$ cat config.mk
export PLATFORM = sky130hd
export DESIGN_NAME = bus_arb8_flat
export DESIGN_NICKNAME = d
export VERILOG_FILES = /design/src/rtl/bus_arb8_pkg.sv /design/src/rtl/bus_arb8_if.sv /design/src/rtl/bus_arb8_rr_pick8.sv /design/src/rtl/bus_arb8.sv /design/src/flat_wrapper.sv
export SDC_FILE = /design/constraint.sdc
export NUM_CORES = 1
export LEC_CHECK = 0
export ABC_AREA = 1
export CAP_MARGIN = 20
export CORE_ASPECT_RATIO = 0.8
export CORE_MARGIN = 2
export CORE_UTILIZATION = 49
export DETAILED_ROUTE_END_ITERATION = 16
export PLACE_DENSITY_LB_ADDON = 0.25
export SETUP_SLACK_MARGIN = 0.05
export SYNTH_ARGS = -nofsm -noshare
export SYNTH_HDL_FRONTEND = slang
export SYNTH_SLANG_ARGS = --single-unit
$ cat constraint.sdc
create_clock -name clk -period 2.9 [get_ports clk]
set_input_delay 0.58 -clock clk [delete_from_list [all_inputs] [get_ports clk]]
set_output_delay 0.58 -clock clk [all_outputs]
set_load 0.005 [all_outputs]
$ cat src/rtl/bus_arb8_pkg.sv
// Shared types and constants for the eight-way round-robin bus arbiter.
package bus_arb8_pkg;

  localparam int NUM_REQ = 8;
  localparam int SEL_W   = 3;

  typedef enum logic {
    IDLE  = 1'b0,
    GRANT = 1'b1
  } state_e;

endpackage

$ cat src/rtl/bus_arb8_if.sv
// Request/grant bundle between the game sub-units and the arbiter.
// The master side raises requests and the release strobe.
// The slave side (the arbiter) returns the grant, mux select and status.
interface bus_arb8_if;
  import bus_arb8_pkg::*;

  logic [NUM_REQ-1:0] req;
  logic               done;
  logic [NUM_REQ-1:0] gnt;
  logic [SEL_W-1:0]   sel;
  logic               busy;
  logic               timeout;

  modport master (
    output req, done,
    input  gnt, sel, busy, timeout
  );

  modport slave (
    input  req, done,
    output gnt, sel, busy, timeout
  );

endinterface

$ cat src/rtl/bus_arb8_rr_pick8.sv
// Combinational round-robin picker.
// Finds the first set request bit at or after ptr, wrapping mod 8.
module rr_pick8
  import bus_arb8_pkg::*;
(
  input  logic [NUM_REQ-1:0] req_i,
  input  logic [SEL_W-1:0]   ptr_i,
  output logic               any_o,
  output logic [SEL_W-1:0]   idx_o
);

  logic [NUM_REQ-1:0] rot;
  logic [SEL_W-1:0]   off;

  // Rotate right by ptr so the highest-priority requester lands in bit 0.
  assign rot = NUM_REQ'({req_i, req_i} >> ptr_i);

  // Priority-encode the lowest set bit of the rotated vector.
  always_comb begin
    off = '0;
    for (int i = NUM_REQ - 1; i >= 0; i--) begin
      if (rot[i]) off = SEL_W'(i);
    end
  end

  assign any_o = |req_i;
  assign idx_o = ptr_i + off;

endmodule

$ cat src/rtl/bus_arb8.sv
// Round-robin arbiter owning the select of the shared 8:1 bus mux.
// It grants one owner at a time and bounds each tenure to MaxHold cycles
// (0 = unbounded). Every release is followed by one idle turnaround cycle.
module bus_arb8
  import bus_arb8_pkg::*;
#(
  parameter int MaxHold  = 16,
  parameter int CntWidth = 5
) (
  input logic       clk,
  input logic       rst_n,
  bus_arb8_if.slave bus
);

  localparam bit                HoldEn  = (MaxHold != 0);
  localparam logic [CntWidth-1:0] HoldLim = CntWidth'(MaxHold);

  state_e              state_q, state_d;
  logic [SEL_W-1:0]    ptr_q, ptr_d;
  logic [CntWidth-1:0] tenure_q, tenure_d;
  logic [NUM_REQ-1:0]  gnt_q, gnt_d;
  logic [SEL_W-1:0]    sel_q, sel_d;
  logic                busy_q, busy_d;
  logic                timeout_q, timeout_d;

  logic                pickAny;
  logic [SEL_W-1:0]    pickIdx;
  logic                ownerReq;
  logic                atLimit;

  rr_pick8 u_pick (
    .req_i (bus.req),
    .ptr_i (ptr_q),
    .any_o (pickAny),
    .idx_o (pickIdx)
  );

  // During a tenure sel_q always holds the owner's index.
  assign ownerReq = bus.req[sel_q];
  assign atLimit  = HoldEn && (tenure_q == HoldLim);

  // Next-state logic: arbitrate in IDLE, hold or release in GRANT.
  always_comb begin
    state_d   = state_q;
    ptr_d     = ptr_q;
    tenure_d  = tenure_q;
    gnt_d     = gnt_q;
    sel_d     = sel_q;
    timeout_d = 1'b0;

    case (state_q)
      IDLE: begin
        if (pickAny) begin
          state_d  = GRANT;
          gnt_d    = {{(NUM_REQ-1){1'b0}}, 1'b1} << pickIdx;
          sel_d    = pickIdx;
          tenure_d = CntWidth'(1);
        end
      end
      GRANT: begin
        if (!ownerReq || bus.done || atLimit) begin
          state_d   = IDLE;
          gnt_d     = '0;
          ptr_d     = sel_q + SEL_W'(1);
          tenure_d  = '0;
          timeout_d = atLimit && ownerReq && !bus.done;
        end else begin
          tenure_d = tenure_q + CntWidth'(1);
        end
      end
      default: begin
        state_d = IDLE;
        gnt_d   = '0;
      end
    endcase

    busy_d = |gnt_d;
  end

  // State and output registers; reset drops any grant at once.
  always_ff @(posedge clk or negedge rst_n) begin
    if (!rst_n) begin
      state_q   <= IDLE;
      ptr_q     <= '0;
      tenure_q  <= '0;
      gnt_q     <= '0;
      sel_q     <= '0;
      busy_q    <= 1'b0;
      timeout_q <= 1'b0;
    end else begin
      state_q   <= state_d;
      ptr_q     <= ptr_d;
      tenure_q  <= tenure_d;
      gnt_q     <= gnt_d;
      sel_q     <= sel_d;
      busy_q    <= busy_d;
      timeout_q <= timeout_d;
    end
  end

  assign bus.gnt     = gnt_q;
  assign bus.sel     = sel_q;
  assign bus.busy    = busy_q;
  assign bus.timeout = timeout_q;

endmodule

$ cat src/flat_wrapper.sv
// flat-port wrapper written by rule: the top's interface ports become plain ports
module bus_arb8_flat import bus_arb8_pkg::*;
#(
  parameter int MaxHold  = 16,
  parameter int CntWidth = 5
)
  (clk, rst_n, bus_req, bus_done, bus_gnt, bus_sel, bus_busy, bus_timeout);
  bus_arb8_if bus_i ();
  input logic clk;
  input logic rst_n;
  input wire logic [$bits(bus_i.req)-1:0] bus_req;
  input wire logic [$bits(bus_i.done)-1:0] bus_done;
  output wire logic [$bits(bus_i.gnt)-1:0] bus_gnt;
  output wire logic [$bits(bus_i.sel)-1:0] bus_sel;
  output wire logic [$bits(bus_i.busy)-1:0] bus_busy;
  output wire logic [$bits(bus_i.timeout)-1:0] bus_timeout;
  assign bus_i.req = bus_req;
  assign bus_i.done = bus_done;
  assign bus_gnt = bus_i.gnt;
  assign bus_sel = bus_i.sel;
  assign bus_busy = bus_i.busy;
  assign bus_timeout = bus_i.timeout;
  bus_arb8 #(.MaxHold(MaxHold), .CntWidth(CntWidth)) u_core (.clk(clk), .rst_n(rst_n), .bus(bus_i));
endmodule
# After elaboration in Yosys (flattened, before gate mapping)
# Cells that the tools add are included.
# totals
register_bits,22
input_bits,11
output_inout_bits,13
wordCells,47
# op_classes
add_sub_neg,3
n_lt_le_gt_ge,1
eq_ne,2
shifts,2
n_mux,21
bitwise,1
n_reduce_logical,10
# op_table
op,n
$mux 3,8
$mux 8,2
$pmux 8 s2,1
$reduce_or 8->1,2
$shr 16x3->8,1
$mux 5,2
$pmux 5 s2,1
$shl 1x3->8 const A,1
$add 5x1->5 const B,1
$eq 5x5->1 const B,1
$mux 1,5
$lt 3x4->1 const B,1
$reduce_and 2->1,2
$add 3x1->3 const B,1
$add 3x3->3,1
$bmux 1 s3,1
$logic_and 1x1->1,2
$logic_not 1->1,2
$logic_or 1x1->1,2
$ne 2x1->1 const B,1
$pmux 1 s2,1
$not 1->1,1

# Depth between registers and ports, before layout
# Gate-level depths: netlist of run 1.
# logic_depth
word_depth,14
depth_mapped,23
ltp_nobuf,22

# Modules after synthesis
# Synthesis of run 1 repeated with hierarchy kept, for this count alone.
# hier_totals
hier_cells,266
area_unflattened_um2,1760.4
# by_module_without_submodules
module,n_inst,cells_per_inst,area_per_inst_um2,seq_area_each_um2
bus_arb8,1,168,1228.7,550.5
rr_pick8,1,98,531.8,0.0

# Least setup slack after synthesis of run 1
# OpenSTA, ideal clock, no wires.
# synth_timing
kind,input to register
start,input bus_req[6]
end,register u_core.busy_q (netlist: u_core.bus.busy)
setup_ps,119
arrival_time_ps,2605
t_required_ps,2781
setup_slack_ps,177
stages,20
n_path_buf,0
cell_sequence,nand2_1 nand3_1 nand3_1 nand2_2 a31oi_1 o21ai_0 nand2_1 a21boi_0 ha_1 inv_1 fa_1 xor2_1 inv_1 nand3_2 nand3_2 nor2_1 nor2_1 nand2_1 nor2_1 nand2_1
# synth_via
elab_chain_len,14
elab_cells_between_ends,21
cone_classes,add/sub: 1; shift: 2; mux: 13; reduce/logical: 5
# synth_lines
item,line,source
from (decl),flat_wrapper.sv:11,input wire logic [$bits(bus_i.req)-1:0] bus_req;
$shr 16x3->8,bus_arb8_rr_pick8.sv:16,"assign rot = NUM_REQ'({req_i, req_i} >> ptr_i);"
$mux 3 (8 in a row),bus_arb8_rr_pick8.sv:22,if (rot[i]) off = SEL_W'(i);
$add 3x3->3,bus_arb8_rr_pick8.sv:27,assign idx_o = ptr_i + off;
$shl 1x3->8,bus_arb8.sv:55,"gnt_d = {{(NUM_REQ-1){1'b0}}, 1'b1} << pickIdx;"
$mux 8,bus_arb8.sv:53,if (pickAny) begin
$pmux 8 s2 *,bus_arb8.sv:51,case (state_q)
$reduce_or 8->1 *,bus_arb8.sv:77,busy_d = |gnt_d;
via u_core.busy_d,bus_arb8.sv:23,"logic busy_q, busy_d;"
to (signal assigned),bus_arb8.sv:96,busy_q <= busy_d;
to (decl),bus_arb8.sv:23,
# The timed path passes the listed nets; every way through them passes the cells marked *. The select of a mux whose other input is x is not followed.
# A chain may end at the register's enable or synchronous reset.

# Final worst setup path of run 1
# layout_timing
start,input bus_req[7]
end,register u_core.busy_q (netlist: u_core.bus.busy)
# The elaborated chain is that of the path after synthesis.

==> run metrics, run 1 <==
top cell type's share of synthesized area=33.5%; Crit Path Class=in2reg; area delta synth->final=48.2%; Inserted Diodes=0; RSZ-0062 raised after global routing=yes; Syn Nets=between 200 and 250; relative slew slack=about 64%; clock sink count=22; top cells by count, synth=nand2_1, nand3_1, nor2_1; Critical Path AT=~3.1 ns; startpoint types=input pin; most frequent cell after synthesis=nand2_1; GRT overflow=0; CTS tree=done; Pwr Density=approximately 1300 mW/mm^2; Fin. Hold Viols=0; vias in the first global route=between 1500 and 2000; Synth Instances=between 200 and 250; failing checks=negative setup slack; Post-Route Setup TNS=-0.160 ns; htree depth=1; CP max FO=5; dominant cell type by area after synthesis=dfrtp_1; Synth async-reset ratio=between 90% and 100%; Fmax achieved=335 MHz; required time of the critical path=between 3 and 4 ns; Overall Power=about 3.2 mW; core footprint=about 0.0032 sq mm; clk slew on worst S/H paths=0.08 ns; worst path bufs/invs=3; nets=310; clk buf depth=2; fraction of layout cells with a size suffix above 1=39.0%; WL final=around 4.4 mm; Mapped Avg Cell Area=slightly above 7 sq um; Worst path max stage delay=around 0.4 ns; register area share after synthesis=33.5%; number of hold buffers added after cts=0; top_reg_cell synth=dfrtp_1; max-slew violations=0; clock skew=between 0.003 and 0.004 ns; outcome=finished, violations left; CTS buffer count=3; Worst Tran Pin Value=~0.54 ns; Synth area leaders=dfrtp_1, nand2_1, nand3_1, nand2_2, nor2_1; fin worst setup slack=-0.0874 ns; Detailed Route Iter0 Violations=about 120; first-pass GRT wire length=about 7 mm; Ports=24; remaining antenna violation count=0; row count=18; Max VDD drop=0.843 mV; CP max-delay cell=fa_2; Final setup viols=3; CP delay by family, top=simple AND/OR/NAND/NOR gates; Worst-Skew Late Latency=0.26 ns; full die area=about 0.0038 sq mm; Final Wtd Congestion=between 0.8 and 0.9; Pre-antenna DRT Iters=4; Final period util=103%; Root Driver=clkbuf_8; Global Route Usage Sum=23.1%; initial antenna violation count=0; worst hold path class=reg2reg; maxcap violations=0; Pleak=~1.2 nW; worst-path cell chain=dlygate4sd2_1 -> nand2_4 -> nand3_2 -> nand3_2 -> nand2_2 -> a31oi_1 -> o21ai_1 -> nand2_1 -> a21boi_2 -> ha_2 -> inv_2 -> fa_2 -> xor2_2 -> inv_1 -> nand3_2 -> nand3_4 -> nor2_2 -> nor2_2 -> nand2_1 -> nor2_1 -> nand2_1; post-synth cell types=30; Vias/cell=roughly 5.3; detailed-route via count=about 1800; DRC Markers=0; Die Ht=between 50 and 60 um; Period minus WS final=2.99 ns; number of synthesized flops with an enable pin=0; Avg WL per Cell=13.3 um; largest net degree at the start of global routing=23; # port buffers=23; mapped cell area=~0.0016 sq mm; Starting Density=52.1%; flop and latch count out of synthesis=22; hpwl dp=2.93 mm; YS warnings=0; endpoint type of the worst setup path=flip-flop; Die X-Extent=68.7 um
cells in the final DEF (no fill, tap or decap), types with 2 or more instances in the layout:
cell / n
nand4_1: 3
clkbuf_8: 3
nor2_2: 10
nand2_4: 5
nor2_1: 18
o22ai_1: 3
nor2_4: 2
o21ai_0: 13
xor2_1: 2
clkbuf_2: 2
a21oi_1: 2
clkdlybuf4s50_1: 15
buf_4: 39
nand3_2: 22
nand3_1: 14
nand3_4: 2
clkdlybuf4s15_1: 2
dfrtp_1: 21
nand2_2: 15
inv_1: 23
nand2_1: 47
inv_2: 4
xnor2_1: 2
ha_1: 3
dlygate4sd2_1: 4
metal layers:
metal / routed length [um] / part of all wire, % / GRT usage [%] / vias to the layer above
li1: - / - / - / 873
met1: 1950 / 44 / 31.8 / 818
met2: 2180 / 49 / 36.4 / 56
met3: 220 / 5.0 / 3.04 / 10
met4: 82 / 1.9 / 8.96 / 0
met5: 0 / 0 / 0 / -
worst reg2reg max path, stage by stage, from the launching register on:
cell and delay, ns:
dfrtp_2 0.43, buf_12 0.15, clkinv_16 0.07, nand2_4 0.06, nand3_2 0.09, nand3_2 0.07, nand2_2 0.07, a31oi_1 0.09
o21ai_1 0.14, nand2_1 0.08, a21boi_2 0.12, ha_2 0.18, inv_2 0.04, fa_2 0.40, xor2_2 0.17, inv_1 0.07
nand3_2 0.10, nand3_4 0.12, nor2_2 0.06, nor2_2 0.12, nand2_1 0.07, nor2_1 0.11, nand2_1 0.06
area by class of cell:
type	instances	area [sq um]
clock buffer	3	41.3
fill	219	721
inverter	29	138
multi-input combinational	175	1120
sequential	22	552
tap	40	50.0
timing repair buffer	63	528
where the power goes:
group / internal, mW / switching [mW] / total (mW)
combinational: 1.10 / 1.36 / 2.46
sequential: 0.410 / 0.101 / 0.510
clock: 0.0927 / 0.0960 / 0.189
flip-flops by register name, summed over array words and instances, names as in the netlist:
name,count
u_core.ptr_q,3
u_core.bus.busy,1
u_core.bus.timeout,1
u_core.bus.gnt,8
u_core.bus.sel,3
u_core.tenure_q,5
u_core.state_q,1
per-stage QoR:
| stage | instance area [sq um] | utilization, % | hold slack (ns) | std cells | setup slack [ns] |
|---|---|---|---|---|---|
| after floorplan | 1640 | - | 0.284 | 230 | 0.177 |
| after global placement | 2120 | 67.1 | 0.533 | 320 | -0.575 |
| after detailed placement | 2120 | 67.1 | 0.534 | 320 | -0.695 |
| after CTS | 2260 | 71.7 | 0.568 | 327 | 0.00139 |
| after global routing | 2430 | 77.1 | 0.604 | 332 | -0.263 |
| final | 2430 | 77.1 | 0.562 | 332 | -0.0874 |
kinds of logic (layout without fill, tap and decap cells):
kind of cell / count (synthesis) / count (layout) / share of synthesized area (%)
AO/OA/AOI/OAI: 22 / 22 / 7.32
XOR/XNOR: 5 / 5 / 2.67
adder cells (fa/ha/maj): 5 / 5 / 4.27
buffers and inverters: 33 / 95 / 9.60
flip-flops: 22 / 22 / 33.5
AND/OR/NAND/NOR: 143 / 143 / 42.6
final timing paths:
kind                                    start                  to  slack, ns  depth (start not counted)
setup reg to reg              u_core.ptr_q[0]     u_core.bus.busy      -0.08                         22
hold / removal             u_core.tenure_q[0]  u_core.tenure_q[0]       0.56                          1
hold reg to reg            u_core.tenure_q[0]  u_core.tenure_q[0]       0.56                          1
min in group asynchronous               rst_n   u_core.bus.gnt[0]       0.66                          2
max in group asynchronous               rst_n     u_core.ptr_q[0]       1.99                          2
setup / recovery                   bus_req[7]     u_core.bus.busy      -0.09                         21
what timing repair did:
action                                  4_1_cts  5_1_grt
pin swaps                                    10       18
buffers inserted                              4        5
endpoints found under the setup margin       11       10
gates resized for setup                      28       38
(Power assumes the default switching activity.)
==> run 2, diff against run 1 <==
Settings changed: CAP_MARGIN 20 to 10, CORE_MARGIN 2 to 1.5.
==> run 2 against run 1 <==
The run now ends clean. Fmax up 3.0%. Non-clock buffer count unchanged. Global-route usage up 4.2 points. Design area up 1.0%. Cell count unchanged. Clock power down 2%. Largest cell class unchanged.
==> run metrics, run 2 (same netlist as run 1, synthesis figures left out) <==
hpwl dp=around 3 mm; full die area=~0.0037 sq mm; CTS buffer count=3; Die Ht=between 50 and 60 um; htree depth=1; max reg flops=8; fraction of layout cells with a size suffix above 1=38.4%; core footprint=between 0.003 and 0.004 sq mm; nets=a little over 300; # port buffers=23; first-pass GRT wire length=~7.2 mm; most common cell after layout, fill and taps aside=nand2_1; maxcap violations=0; Ports=24; Core Util, Final=about four fifths; DRC Markers=0; Fmax achieved=345 MHz; Critical Path AT=approximately 3 ns; Overall Power=3.14 mW; Crit Path Class=in2reg; outcome=complete, no violations; register-to-register setup slack=0.02 ns; Avg WL per Cell=approximately 15 um; Inserted Diodes=0; Die X-Extent=just under 70 um; max-slew violations=0; Final Wtd Congestion=around 0.86; clock skew=around 0.0078 ns; Period minus WS final=roughly 2.9 ns; Pleak=1.20 nW; Worst Tran Pin Value=around 0.54 ns; row count=18; Fin. Hold Viols=0; most frequent cells in the layout=nand2_1, buf_4, nor2_1; largest net degree at the start of global routing=23; GRT overflow=0; endpoint type of the worst setup path=flip-flop; clock sink count=22; number of hold buffers added after cts=0; RSZ-0062 raised after global routing=yes; required time of the critical path=between 3 and 4 ns; relative slew slack=63.9%; CP max FO=5; startpoint types=input pin; Filler cells=~210; area of the multi-input gates=0.00114 sq mm; vias in the first global route=approximately 1600; CTS tree=done; Detailed Route Iter0 Violations=161; worst hold path class=reg2reg; Vias/cell=roughly 5.4; Global Route Usage Sum=a little over a quarter; WHS=0.569 ns; remaining antenna violation count=0; Storage cell area=roughly 550 sq um; Pre-antenna DRT Iters=4; Final period util=100%; Pwr Density=between 1000 and 1500 mW/mm^2; Max VDD drop=between 0.8 and 0.9 mV; initial antenna violation count=0; Starting Density=approximately 52%; Worst-Skew Late Latency=0.26 ns; Final setup viols=0; detailed-route via count=approximately 1800; WL final=~5 mm; clk buf depth=2; area delta synth->final=49.7%; Root Driver=clkbuf_8; clk slew on worst S/H paths=around 0.070 ns
## run 2: final timing paths
path | endpoint | start | cells past startpoint
max | u_core.bus.busy | bus_req[3] | 21
max in group asynchronous | u_core.ptr_q[1] | rst_n | 2
min in group asynchronous | u_core.tenure_q[2] | rst_n | 2
min | u_core.bus.gnt[0] | u_core.bus.gnt[0] | 2
min reg2reg | u_core.bus.gnt[0] | u_core.bus.gnt[0] | 2
max reg2reg | u_core.bus.busy | u_core.ptr_q[0] | 21
## run 2: repair_timing
item / 4_1_cts / 5_1_grt
pin swaps: 22 / 19
setup buffers: 8 / 5
resized for setup: 53 / 19
setup endpoints to repair: 10 / 10
## run 2: stage by stage
| stage | setup WS, ns | area (sq um) | std cells | setup TNS (ns) |
|---|---|---|---|---|
| 2_1_floorplan | 0.177 | 1640 | 230 | 0 |
| 3_3_place_gp | -0.584 | 2090 | 317 | -4.17 |
| 3_5_place_dp | -0.619 | 2090 | 317 | -4.82 |
| 4_1_cts | -0.0206 | 2350 | 328 | -0.0206 |
| 5_1_grt | -0.188 | 2460 | 332 | -0.673 |
| 6_report | 0.0000484 | 2460 | 332 | 0 |
## run 2: layer usage
metal / GRT usage, % / up-vias / part of all wire, %
li1: - / 869 / -
met1: 34.4 / 848 / 44
met2: 44.6 / 64 / 48
met3: 5.97 / 17 / 5.0
met4: 13.6 / 0 / 3.2
met5: 0 / - / 0
## run 2: cell type report
type	instances	area share (%)
clock buffer	3	1.68
inverter	29	5.04
multi-input combinational	175	46.3
sequential	22	22.5
tap	40	2.04
timing repair buffer	63	22.4
## run 2: report_power, final
group,switching [mW],internal [mW],total (mW)
combinational,1.37,1.06,2.43
sequential,0.113,0.411,0.524
clock,0.0925,0.0927,0.185
total,1.57,1.57,3.14
## run 2: critical path, stage by stage
cell,delay [ns]
clkdlybuf4s15_1,0.31
nand2_4,0.11
nand3_4,0.09
nand3_2,0.09
nand2_2,0.08
a31oi_1,0.08
o21ai_1,0.11
nand2_1,0.06
a21boi_1,0.13
ha_2,0.19
inv_2,0.03
fa_2,0.34
xor2_2,0.17
inv_2,0.07
nand3_4,0.09
nand3_4,0.12
nor2_1,0.05
nor2_1,0.13
nand2_1,0.08
nor2_1,0.10
nand2_1,0.05
==> run 3, diff against run 2 <==
Settings changed: CORE_UTILIZATION 49 to 45, GPL_ROUTABILITY_DRIVEN set to 0, SLEW_MARGIN set to 25.
==> run 3 against run 2 <==
The run now ends with negative setup slack left. Combinational power down 3%. Worst hold slack worse by 0.0057 ns. Total power fell by 1.7%. Setup slack got worse by 0.066 ns. Clock skew is 0.0029 ns lower. Via count decreased by 3.4%. Highest routed layer unchanged. Critical path depth unchanged.
==> run metrics, run 3 (same netlist as run 1, synthesis figures left out) <==
outcome=finished, violations left; failing checks=negative setup slack; register-to-register setup slack=-0.03 ns; Starting Density=between 40 and 50%; Worst Tran Pin Value=0.454 ns; Filler cells=about 300; Max VDD drop=approximately 0.89 mV; Pwr Density=between 1000 and 1500 mW/mm^2; Period minus WS final=around 3.0 ns; Die X-Extent=70.5 um; GRT overflow=0; Worst path max stage delay=around 0.34 ns; HP Start=u_core.bus.gnt[1]; WHS=0.564 ns; startpoint types=input pin; clk slew on worst S/H paths=about 0.080 ns; Overall Power=between 3 and 4 mW; Vias/cell=approximately 5.1; Die Ht=57.0 um; worst hold path class=reg2reg; pre-CTS setup slack=-0.640 ns; Pre-antenna DRT Iters=7; M3 GR Usage=under 10%; Psw=between 1 and 1.5 mW; Comb pwr share=around three quarters; clock power share=~7%; CTS buffer count=3; htree depth=1; row count=19; Post-Route Setup TNS=-0.123 ns; Storage cell area=roughly 550 sq um; Worst-Skew Late Latency=0.26 ns; relative slew slack=a little over two thirds; hpwl dp=around 2.9 mm; Core Util, Final=about 70%; nets=about 310; Fmax achieved=roughly 340 MHz; DRC Markers=0; detailed-route via count=between 1500 and 2000; fin worst setup slack=-0.0661 ns; endpoint type of the worst setup path=flip-flop; maxcap violations=0; M1 GR Usage=29.1%; max reg flops=8; WL final=4.24 mm; Fin. Hold Viols=0; RSZ-0062 raised after global routing=yes; vias in the first global route=roughly 1600; Detailed Route Iter0 Violations=75; Int Pwr=1.63 mW; Root Driver=clkbuf_8; most common cell after layout, fill and taps aside=nand2_1; full die area=a little over 0.004 sq mm; Crit Path Class=in2reg; fraction of layout cells with a size suffix above 1=a little under two fifths; Ports=24; Critical Path AT=3.13 ns; Final setup viols=2; CP delay by family, top=buffers and inverters; first-pass GRT wire length=between 6 and 7 mm; GR Layer Usage met2=between 30% and 40%; Switching Share=between 40% and 50%; worst-path cell chain=dlygate4sd2_1 -> buf_4 -> nand2_4 -> nand3_2 -> nand3_2 -> a31oi_1 -> o21ai_1 -> nand2_1 -> a21boi_1 -> ha_2 -> inv_2 -> fa_2 -> xor2_2 -> inv_1 -> nand3_2 -> nand3_4 -> nor2_1 -> nor2_1 -> buf_4 -> buf_4 -> inv_1; max-slew violations=0; CTS tree=done; CP max-delay cell=fa_2; worst path bufs/invs=7; Inserted Diodes=0; Avg WL per Cell=12.6 um; largest net degree at the start of global routing=23; clock sink count=22; CP max FO=5; clock skew=0.00484 ns; Critical Path Start=bus_req[2]; remaining antenna violation count=0; Final period util=102%; R2R Path Start=u_core.ptr_q[0]; most frequent cells in the layout=nand2_1, buf_4, nor2_1; # port buffers=23; clk buf depth=2; area delta synth->final=48.2%; required time of the critical path=roughly 3 ns; Flop pwr share=between 15 and 20%; initial antenna violation count=0; Global Route Usage Sum=around a fifth; core footprint=0.00347 sq mm; area of the multi-input gates=roughly 0.0011 sq mm; Top Usage Layer GRT=met2; Pleak=~1.2 nW; number of hold buffers added after cts=0
==> run 3: changes by cell type in the layout (fill, tap and decap cells not counted), sizes merged <==
cell,delta
inv,+1
dlygate4sd2,+1
buf,+4
clkinv,-1
clkbuf,+1
clkdlybuf4s15,-2
==> run 3: worst min-delay path, stage by stage (launching register included) <==
cell and delay, ns:
dfrtp_1 0.36, nand3_1 0.10, nand2_1 0.08
==> run 3: layout make-up <==
type / count / area share, %
multi-input combinational: 175 / 44.5
inverter: 29 / 5.09
timing repair buffer: 66 / 23.3
clock buffer: 4 / 2.26
sequential: 22 / 22.7
tap: 42 / 2.16
==> run 3: power by group through the flow <==
stage	Clock, mW	Sequential (mW)	Combinational (mW)
global placement	0	0.532	1.91
finish	0.216	0.517	2.35
floorplan	0	0.484	1.28
CTS	0.220	0.535	2.12
global route	0.231	0.530	2.62
detailed placement	0	0.533	1.96
==> run 3: repair_timing <==
action | 4_1_cts | 5_1_grt
setup endpoints to repair | 10 | 10
resized for setup | 29 | 24
pin swaps | 12 | 5
buffers inserted | 4 | 5
==> run 3: per-stage QoR <==
| stage | cell area, sq um | instances |
|---|---|---|
| 2_1_floorplan | 1640 | 230 |
| 3_3_place_gp | 2150 | 325 |
| 3_5_place_dp | 2150 | 325 |
| 4_1_cts | 2310 | 333 |
| 5_1_grt | 2430 | 338 |
| 6_report | 2430 | 338 |
==> run 3: path summary, 6_finish.rpt <==
| check | end | depth (start not counted) |
|---|---|---|
| min in group asynchronous | u_core.bus.gnt[6] | 2 |
| worst max-delay path | u_core.bus.gnt[4] | 21 |
| worst max register to register | u_core.bus.gnt[4] | 22 |
| max in group asynchronous | u_core.ptr_q[0] | 2 |
| worst min register to register | u_core.bus.gnt[1] | 2 |
| worst min-delay path | u_core.bus.gnt[1] | 2 |
==> run 3: layer usage <==
layer  vias up  routed length [um]
li1        874                   -
met2        48                2130
met4         0                  51
met3         7                 164
met5         -                   0
met1       807                1890
